==> config.mk <==
export PLATFORM = sky130hd
export DESIGN_NAME = fifo_rptr_rempty
export DESIGN_NICKNAME = d
export VERILOG_FILES = /design/src/rtl/fifo_rptr_rempty.sv
export SDC_FILE = /design/constraint.sdc
export NUM_CORES = 1
export LEC_CHECK = 0
export BUFFER_PORTS_ARGS = -buffer_cell sky130_fd_sc_hd__buf_2
export CORE_MARGIN = 3
export CORE_UTILIZATION = 51
export DETAILED_ROUTE_END_ITERATION = 16
export GPL_TIMING_DRIVEN = 1
export PLACE_DENSITY_LB_ADDON = 0.05
export SYNTH_ARGS = -nofsm -noshare
export SYNTH_HDL_FRONTEND = slang
export SYNTH_SLANG_ARGS = --single-unit
==> constraint.sdc <==
create_clock -name Rclk -period 3.4 [get_ports Rclk]
set_input_delay 0.34 -clock Rclk [delete_from_list [all_inputs] [get_ports Rclk]]
set_output_delay 0.34 -clock Rclk [all_outputs]
set_load 0.01 [all_outputs]
==> src/rtl/fifo_rptr_rempty.sv <==
// fifo_rptr_rempty: read-side pointer and empty/occupancy logic of an async FIFO.
// Synchronises the Gray write pointer into Rclk, keeps the binary/Gray read
// pointer, and produces empty, almost-empty, occupancy and a sticky underflow.
// Ports:
//   Rclk          - read-domain clock
//   Rrst          - synchronous active-low reset
//   Rinc          - read request (ignored while Rempty=1)
//   Rclr_err      - clears the sticky underflow flag
//   Rwptr         - Gray write pointer from the write domain (asynchronous)
//   Radder        - memory read address
//   Rptr          - Gray read pointer for the write domain
//   Rempty        - FIFO empty
//   Ralmost_empty - occupancy <= AE_LEVEL
//   Rcount        - occupancy as seen by the read side
//   Runderflow    - sticky: read attempted while empty
module fifo_rptr_rempty #(
    parameter int Address  = 3,
    parameter int AE_LEVEL = 1
) (
    input  logic               Rclk,
    input  logic               Rrst,
    input  logic               Rinc,
    input  logic               Rclr_err,
    input  logic [Address:0]   Rwptr,
    output logic [Address-1:0] Radder,
    output logic [Address:0]   Rptr,
    output logic               Rempty,
    output logic               Ralmost_empty,
    output logic [Address:0]   Rcount,
    output logic               Runderflow
);

    localparam int unsigned PW     = Address + 1;
    localparam int unsigned AE_LVL = $unsigned(AE_LEVEL);

    logic [PW-1:0] rq1_wptr_q, rq2_wptr_q;
    logic [PW-1:0] rbin_q, rbin_d;
    logic [PW-1:0] rptr_q, rgray_d;
    logic [PW-1:0] rcount_q, rcount_d;
    logic [PW-1:0] wbin_s;
    logic          rempty_q, rempty_d;
    logic          rae_q, rae_d;
    logic          runder_q, runder_d;
    logic          rinc_ok;

    // Gray to binary: each binary bit is the XOR of all Gray bits at or above it.
    function automatic logic [PW-1:0] gray2bin(input logic [PW-1:0] g);
        logic [PW-1:0] b;
        b[PW-1] = g[PW-1];
        for (int i = int'(PW) - 2; i >= 0; i--) begin
            b[i] = b[i+1] ^ g[i];
        end
        return b;
    endfunction

    // Next-state: pointer advance, flags and occupancy from the synchronised write pointer.
    always_comb begin
        rinc_ok  = Rinc & ~rempty_q;
        rbin_d   = rbin_q + PW'(rinc_ok);
        rgray_d  = (rbin_d >> 1) ^ rbin_d;
        wbin_s   = gray2bin(rq2_wptr_q);
        rcount_d = wbin_s - rbin_d;
        rempty_d = (rgray_d == rq2_wptr_q);
        rae_d    = (32'(rcount_d) <= AE_LVL);
        // Set dominates clear when both happen on the same edge.
        runder_d = (Rinc & rempty_q) | (runder_q & ~Rclr_err);
    end

    // State register with synchronous active-low reset.
    always_ff @(posedge Rclk) begin
        if (!Rrst) begin
            rq1_wptr_q <= '0;
            rq2_wptr_q <= '0;
            rbin_q     <= '0;
            rptr_q     <= '0;
            rcount_q   <= '0;
            rempty_q   <= 1'b1;
            rae_q      <= 1'b1;
            runder_q   <= 1'b0;
        end else begin
            rq1_wptr_q <= Rwptr;
            rq2_wptr_q <= rq1_wptr_q;
            rbin_q     <= rbin_d;
            rptr_q     <= rgray_d;
            rcount_q   <= rcount_d;
            rempty_q   <= rempty_d;
            rae_q      <= rae_d;
            runder_q   <= runder_d;
        end
    end

    assign Radder        = rbin_q[Address-1:0];
    assign Rptr          = rptr_q;
    assign Rempty        = rempty_q;
    assign Ralmost_empty = rae_q;
    assign Rcount        = rcount_q;
    assign Runderflow    = runder_q;

endmodule

==> results of run 1 <==
[kinds of logic after synthesis]
kind of cell,share of synthesized area [%]
AO/OA/AOI/OAI,7.29
XOR/XNOR,17.9
adder cells (fa/ha/maj),6.63
buffers and inverters,2.78
flip-flops,46.7
multiplexers,1.06
AND/OR/NAND/NOR,17.6
[routing by layer]
metal	part of all wire, %	GRT usage (%)	vias to the layer above
met4	0.94	8.53	0
met1	46	16.0	253
li1	-	-	313
met5	0	0	-
met3	5.1	3.06	2
met2	48	24.0	18
[where the power goes]
group	internal (uW)	leakage, uW	total [uW]	switching, uW
Combinational	53.9	0.000347	108	54.4
Sequential	279	0.000181	286	7.11
Clock	119	0.0000279	201	81.8
Total	452	0.000556	595	143
[state kept, by name, summed over array words and instances, names as in the netlist]
| name | cells |
|---|---|
| Rcount | 4 |
| rbin_q | 4 |
| rq1_wptr_q | 4 |
| Rptr | 3 |
| Rempty | 1 |
| rq2_wptr_q | 4 |
| Ralmost_empty | 1 |
| Runderflow | 1 |
[worst max path at each step]
stage               startpoint  cells past startpoint        end
floorplan                 Rinc                     10  Rcount[3]
global placement          Rinc                     11  Rcount[3]
detailed placement        Rinc                     11  Rcount[3]
CTS                     Rempty                     10  Rcount[3]
global route            Rempty                     10  Rcount[3]
finish                  Rempty                     10  Rcount[3]
[layout make-up]
class / instances / area share, %
Timing Repair Buffer: 21 / 9.39
Clock buffer: 3 / 2.01
Clock inverter: 1 / 2.68
Multi-Input combinational cell: 55 / 42.6
Inverter: 4 / 1.34
Tap cell: 24 / 2.68
Sequential cell: 22 / 39.3
[placed cells by master (no fill, tap or decap), drive strengths merged]
cell type | netlist | final
a21boi | 2 | 2
ha | 5 | 5
nand2b | 1 | 1
xnor2 | 6 | 6
xor2 | 8 | 8
nor2b | 2 | 2
mux2i | 1 | 1
inv | 4 | 4
and2 | 20 | 20
nor2 | 1 | 1
nand3 | 1 | 1
nand2 | 1 | 1
dfxtp | 22 | 22
xnor3 | 2 | 2
or3b | 1 | 1
buf | 0 | 21
o311ai | 1 | 1
o21bai | 1 | 1
o31ai | 2 | 2
bufinv | 0 | 1
clkbuf | 3 | 3
[per-stage QoR]
stage	util, %	worst slack, ns	cells	instance area (um^2)	hold slack, ns
after global placement	65.5	0.661	126	1070	0.415
after CTS	68.7	0.802	130	1120	0.219
after floorplan	-	0.916	84	943	0.412
final	68.7	0.809	130	1120	0.231
after global routing	68.7	0.598	130	1120	0.210
after detailed placement	65.5	0.635	126	1070	0.421
==> flow_summary.yaml, run 1 <==
setup_path:
  cpPeakStageDelay_ns: 0.48
  cp.required_ns: 3.62
  end_kind: "register"
  r2r_cells: 10
  regToRegSetupSlack_ns: 0.81
  cp.buffers_inverters: 1
  path_common_cell: "ha_1"
  cp_max_fo: 4
  r2r_end: "Rcount[3]"
  start_kind: "register"
  worstPathCellList: "nor2b_1, ha_1, ha_1, xor2_1, inv_1, ha_1, or3b_2, o311ai_4, xnor2_1, and2_2"
  crit_family: "simple AND/OR/NAND/NOR gates"
  slowest_stage: "or3b_2"
  path_class: "reg2reg"
  timing.rr.start: "Rempty"
  crit_arrival_ns: 2.81
routing:
  drt_wl_total_mm: 1.49
  first_pass_iters: 4
  drt_iter0_drc: 5
  final_antenna_net_count: 0
  avgViaCountPerCell: 4.51
  drc: 0
  vias: 586
  wire_per_inst_um: 11.5
synthesis:
  ys_types: 22
  synth_seq_cells: 22
  synth.area.top_cells: "dfxtp_1 (47%), and2_1 (13%), xor2_1 (7.4%)"
  ys_seq_area_share_pct: 46.7
  yosys.area.top_type_share_pct: 46.7
  ys_async_sr_fraction_pct: 0
  synth_edf_count: 0
  yosys.area.top_type: "dfxtp_1"
  synth.top_cells.by_count: "dfxtp_1 (22), and2_1 (19), xor2_1 (8)"
  yosysMostFrequentCell: "dfxtp_1"
  synth_ff_type: "dfxtp_1"
  synth_cells: 84
  synth_area_per_cell_um2: 11.2
  ys_warn_count: 0
  syn_nets: 97
  synth_area_um2: 943
clocking:
  cts_tree: "built"
  clk_path_buf_depth: 2
  post_cts_buffers: 0
  holdBufCountCts: 0
  cts-root-buf: "clkbuf_4"
  ctsResizeCount: 0
  clock_latency_ns: 0.31
  cts_made_buffers: 3
  clock_sinks: 22
  clk_pin_slew_worst_paths_ns: 0.13
  htreeDepth: 1
global_routing:
  antenna_found_initial: 0
  first_global_vias: 606
  grt-ovfl-total: 0
  grt_max_degree: 23
  grt_use_total_pct: 14.1
  grt_first_pass_wirelength_mm: 2.57
sta:
  timing.final.crit_share_pct: 76.2
  hold_viol: 0
  rsz0062_at_grt: "no"
  worstMarginPinSlew_ns: 0.388
  tns_ns: 0
  slew_viol_final: 0
  setup_violations: 0
  relSlewSlack_pct: 74.1
  finalCriticalPeriod_ns: 2.59
  skew_ns: 0.00699
  fmaxAchievable_ghz: 0.386
min_path:
  hold_depth: 2
  whs_endpoint: "rq1_wptr_q[0]"
  hold_class: "in2reg"
  holdCritStartpoint: "Rwptr[0]"
final_layout:
  seq_area_um2: 440
  nFillCells: 139
  num_antenna_cells: 0
  area_growth_pct: 18.7
  final_nets: 120
  multi_input_area_um2: 477
  drive_above_1_share_pct: 28.3
placed_design:
  dp_hpwl_mm: 1.04
  routabilityCongestion: 0.712
  numPortBuffers: 21
floorplan:
  die_w_um: 49.0
  initial_core_util_pct: 57.9
  core_area_mm2: 0.00163
  fp-row-count: 14
  die_h_um: 49.0
  dieArea_mm2: 0.00240
  io_pins: 22
pwr:
  ir_drop_v: 0.000393
  power.leakage_uw: 0.000556
  power_density_mw_per_mm2: 532
  p_total_uw: 595
run:
  cap_viol_max_count: 0
run_status:
  status: "finished clean"
No activity file was read; power rests on OpenSTA's default activity.
==> run 2, diff against run 1 <==
--- a/config.mk
+++ b/config.mk
@@ -5,9 +5,10 @@
 export SDC_FILE = /design/constraint.sdc
 export NUM_CORES = 1
 export LEC_CHECK = 0
+export ABC_AREA = 1
 export BUFFER_PORTS_ARGS = -buffer_cell sky130_fd_sc_hd__buf_2
 export CORE_MARGIN = 3
-export CORE_UTILIZATION = 51
+export CORE_UTILIZATION = 46
 export DETAILED_ROUTE_END_ITERATION = 16
 export GPL_TIMING_DRIVEN = 1
 export PLACE_DENSITY_LB_ADDON = 0.05
==> constraint.sdc (replaced) <==
create_clock -name Rclk -period 2.3 [get_ports Rclk]
set_input_delay 0.23 -clock Rclk [delete_from_list [all_inputs] [get_ports Rclk]]
set_output_delay 0.23 -clock Rclk [all_outputs]
set_load 0.01 [all_outputs]
==> run 2 against run 1 <==
Against the previous run:
- final area grew 4.2%
- sequential power up 50%
- flip-flop and latch count unchanged
- synthesized area up 5.3%
- synthesized cell count is 48% higher
- critical endpoint is now Ralmost_empty
- cell count grew 35%
- first-iteration DRC count did not move
- setup slack got worse by 0.55 ns
- count of clock-buffer cells in the layout up 1
- clock power grew 3%
==> flow_summary.yaml, run 2 <==
run_status:
  status: "finished clean"
floorplan:
  fp-row-count: 16
  initial_core_util_pct: 49.6
  io_pins: 22
  die_h_um: 52.5
  die_w_um: 52.5
  core_area_mm2: 0.00200
  dieArea_mm2: 0.00275
final_layout:
  layout_common_cells: "nand2_1 (34), inv_1 (29), dfxtp_1 (22)"
  drive_above_1_share_pct: 27.0
  final_common_cell: "nand2_1"
  finalCoreUtilization_pct: 58.3
  final_nets: 162
  num_antenna_cells: 0
  area_growth_pct: 17.5
clocking:
  cts-root-buf: "clkbuf_4"
  clk_pin_slew_worst_paths_ns: 0.12
  cts_tree: "built"
  cts_made_buffers: 3
  post_cts_buffers: 0
  htreeDepth: 1
  clock_latency_ns: 0.30
  clk_path_buf_depth: 2
  clock_sinks: 22
synthesis:
  synth_cells: 124
  ys_types: 18
  synth.top_cells.by_count: "nand2_1 (34), inv_1 (29), dfxtp_1 (22)"
  yosys.area.top_type_share_pct: 44.3
  synth_ff_type: "dfxtp_1"
  synth_edf_count: 0
  synth_area_per_cell_um2: 8.01
  synth.area.top_cells: "dfxtp_1 (44%), nand2_1 (13%), inv_1 (11%)"
  ys_async_sr_fraction_pct: 0
  yosys.area.top_type: "dfxtp_1"
  synth_seq_cells: 22
  ys_seq_area_share_pct: 44.3
  ys_warn_count: 0
  syn_nets: 137
  yosysMostFrequentCell: "nand2_1"
  synth_area_um2: 993
placed_design:
  dp_hpwl_mm: 1.21
  routabilityCongestion: 0.719
  numPortBuffers: 21
sta:
  setup_violations: 0
  timing.final.crit_share_pct: 88.8
  hold_viol: 0
  relSlewSlack_pct: 81.1
  slew_viol_final: 0
  skew_ns: 0.00146
  finalCriticalPeriod_ns: 2.04
  tns_ns: 0
  rsz0062_at_grt: "no"
  worstMarginPinSlew_ns: 0.284
  fmaxAchievable_ghz: 0.490
routing:
  avgViaCountPerCell: 4.24
  vias: 742
  final_antenna_net_count: 0
  drt_iter0_drc: 5
  drt_wl_total_mm: 1.66
  wire_per_inst_um: 9.47
  drc: 0
  first_pass_iters: 4
global_routing:
  grt_max_degree: 15
  grt_first_pass_wirelength_mm: 2.68
  grt-ovfl-total: 0
  met2_usage_pct: 24.2
  grt_use_total_pct: 13.4
  antenna_found_initial: 0
  first_global_vias: 629
  grt_use_met3_pct: 3.42
  grt_util_met1_pct: 14.4
  grt_busiest_layer: "met2"
setup_path:
  cp_max_fo: 5
  crit_arrival_ns: 2.26
  start_kind: "register"
  path_class: "reg2reg"
  end_kind: "register"
  cp.required_ns: 2.52
pwr:
  power_density_mw_per_mm2: 705
  power.leakage_uw: 0.000682
  ir_drop_v: 0.000467
run:
  cap_viol_max_count: 0
min_path:
  hold_class: "in2reg"
-- run 2: changes by cell type in the layout (fill, tap and decap cells not counted), moves of 3 or more --
| cell | change |
|---|---|
| nand2_1 | +33 |
| inv_1 | +25 |
| and2_1 | -19 |
| nor2_1 | +9 |
| xnor2_1 | -5 |
| nand2_2 | +4 |
| nand3_2 | +4 |
| xor2_1 | -3 |
-- run 2: cell type report --
cell class	instances	area (um^2)
clock buffers	4	36.3
repair buffers	21	105
inverters	29	109
flip-flops and latches	22	440
multi-input cells	72	443
well taps	27	33.8
fillers	200	835
-- run 2: what timing repair did --
action                     in CTS  in global routing
hold endpoints to repair        0                  0
setup endpoints to repair       0                  1
gates resized for setup         0                  1
hold buffers                    0                  0
-- run 2: stage by stage --
stage | area [um^2] | hold slack [ns] | power [uW] | instances | setup WS [ns]
3_5_place_dp | 1130 | 0.397 | 621 | 171 | 0.168
6_report | 1170 | 0.0984 | 823 | 175 | 0.259
4_1_cts | 1160 | 0.0891 | 835 | 175 | 0.179
3_3_place_gp | 1130 | 0.393 | 615 | 171 | 0.220
2_1_floorplan | 993 | 0.328 | 567 | 124 | 0.295
5_1_grt | 1170 | 0.0949 | 870 | 175 | 0.0312
-- run 2: logic make-up (layout without fill, tap and decap cells) --
logic type / after synthesis / after routing / share of synthesized area, %
AOI/OAI and AO/OA: 2 / 2 / 1.39
adders and majority gates: 5 / 5 / 6.30
and+or+nand+nor: 58 / 58 / 29.7
xor gates and xnor gates: 7 / 7 / 6.93
DFF: 22 / 22 / 44.3
buffers and inverters: 30 / 54 / 11.3
-- run 2: report_power, final --
group | internal [uW] | leakage (uW) | switching [uW]
registers | 416 | 0.000181 | 12.1
logic | 77.6 | 0.000480 | 108
clock network | 96.6 | 0.0000210 | 111
-- run 2: critical path: stages (launching register included) --
cell and delay (ns):
dfxtp_1 0.34, nor2_1 0.11, ha_1 0.19, ha_2 0.33
inv_1 0.11, nand3_4 0.11, nand2_1 0.08, inv_1 0.04
ha_1 0.18, inv_1 0.07, nand3_2 0.08, a21oi_2 0.17
nor2_1 0.05, nand2_1 0.06, inv_1 0.03
-- run 2: layer usage --
metal	up-vias	share of wire [%]
met4	0	1.1
li1	403	-
met1	318	43
met3	4	5.7
met2	17	50
met5	-	0
-- run 2: final timing paths --
path	from	to	slack [ns]	cells after the start
worst max-delay path	Rempty	Ralmost_empty	0.26	14
worst min-delay path	Rwptr[3]	rq1_wptr_q[3]	0.1	3
worst max register to register	Rempty	Ralmost_empty	0.26	14
worst min register to register	rq1_wptr_q[2]	rq2_wptr_q[2]	0.42	2
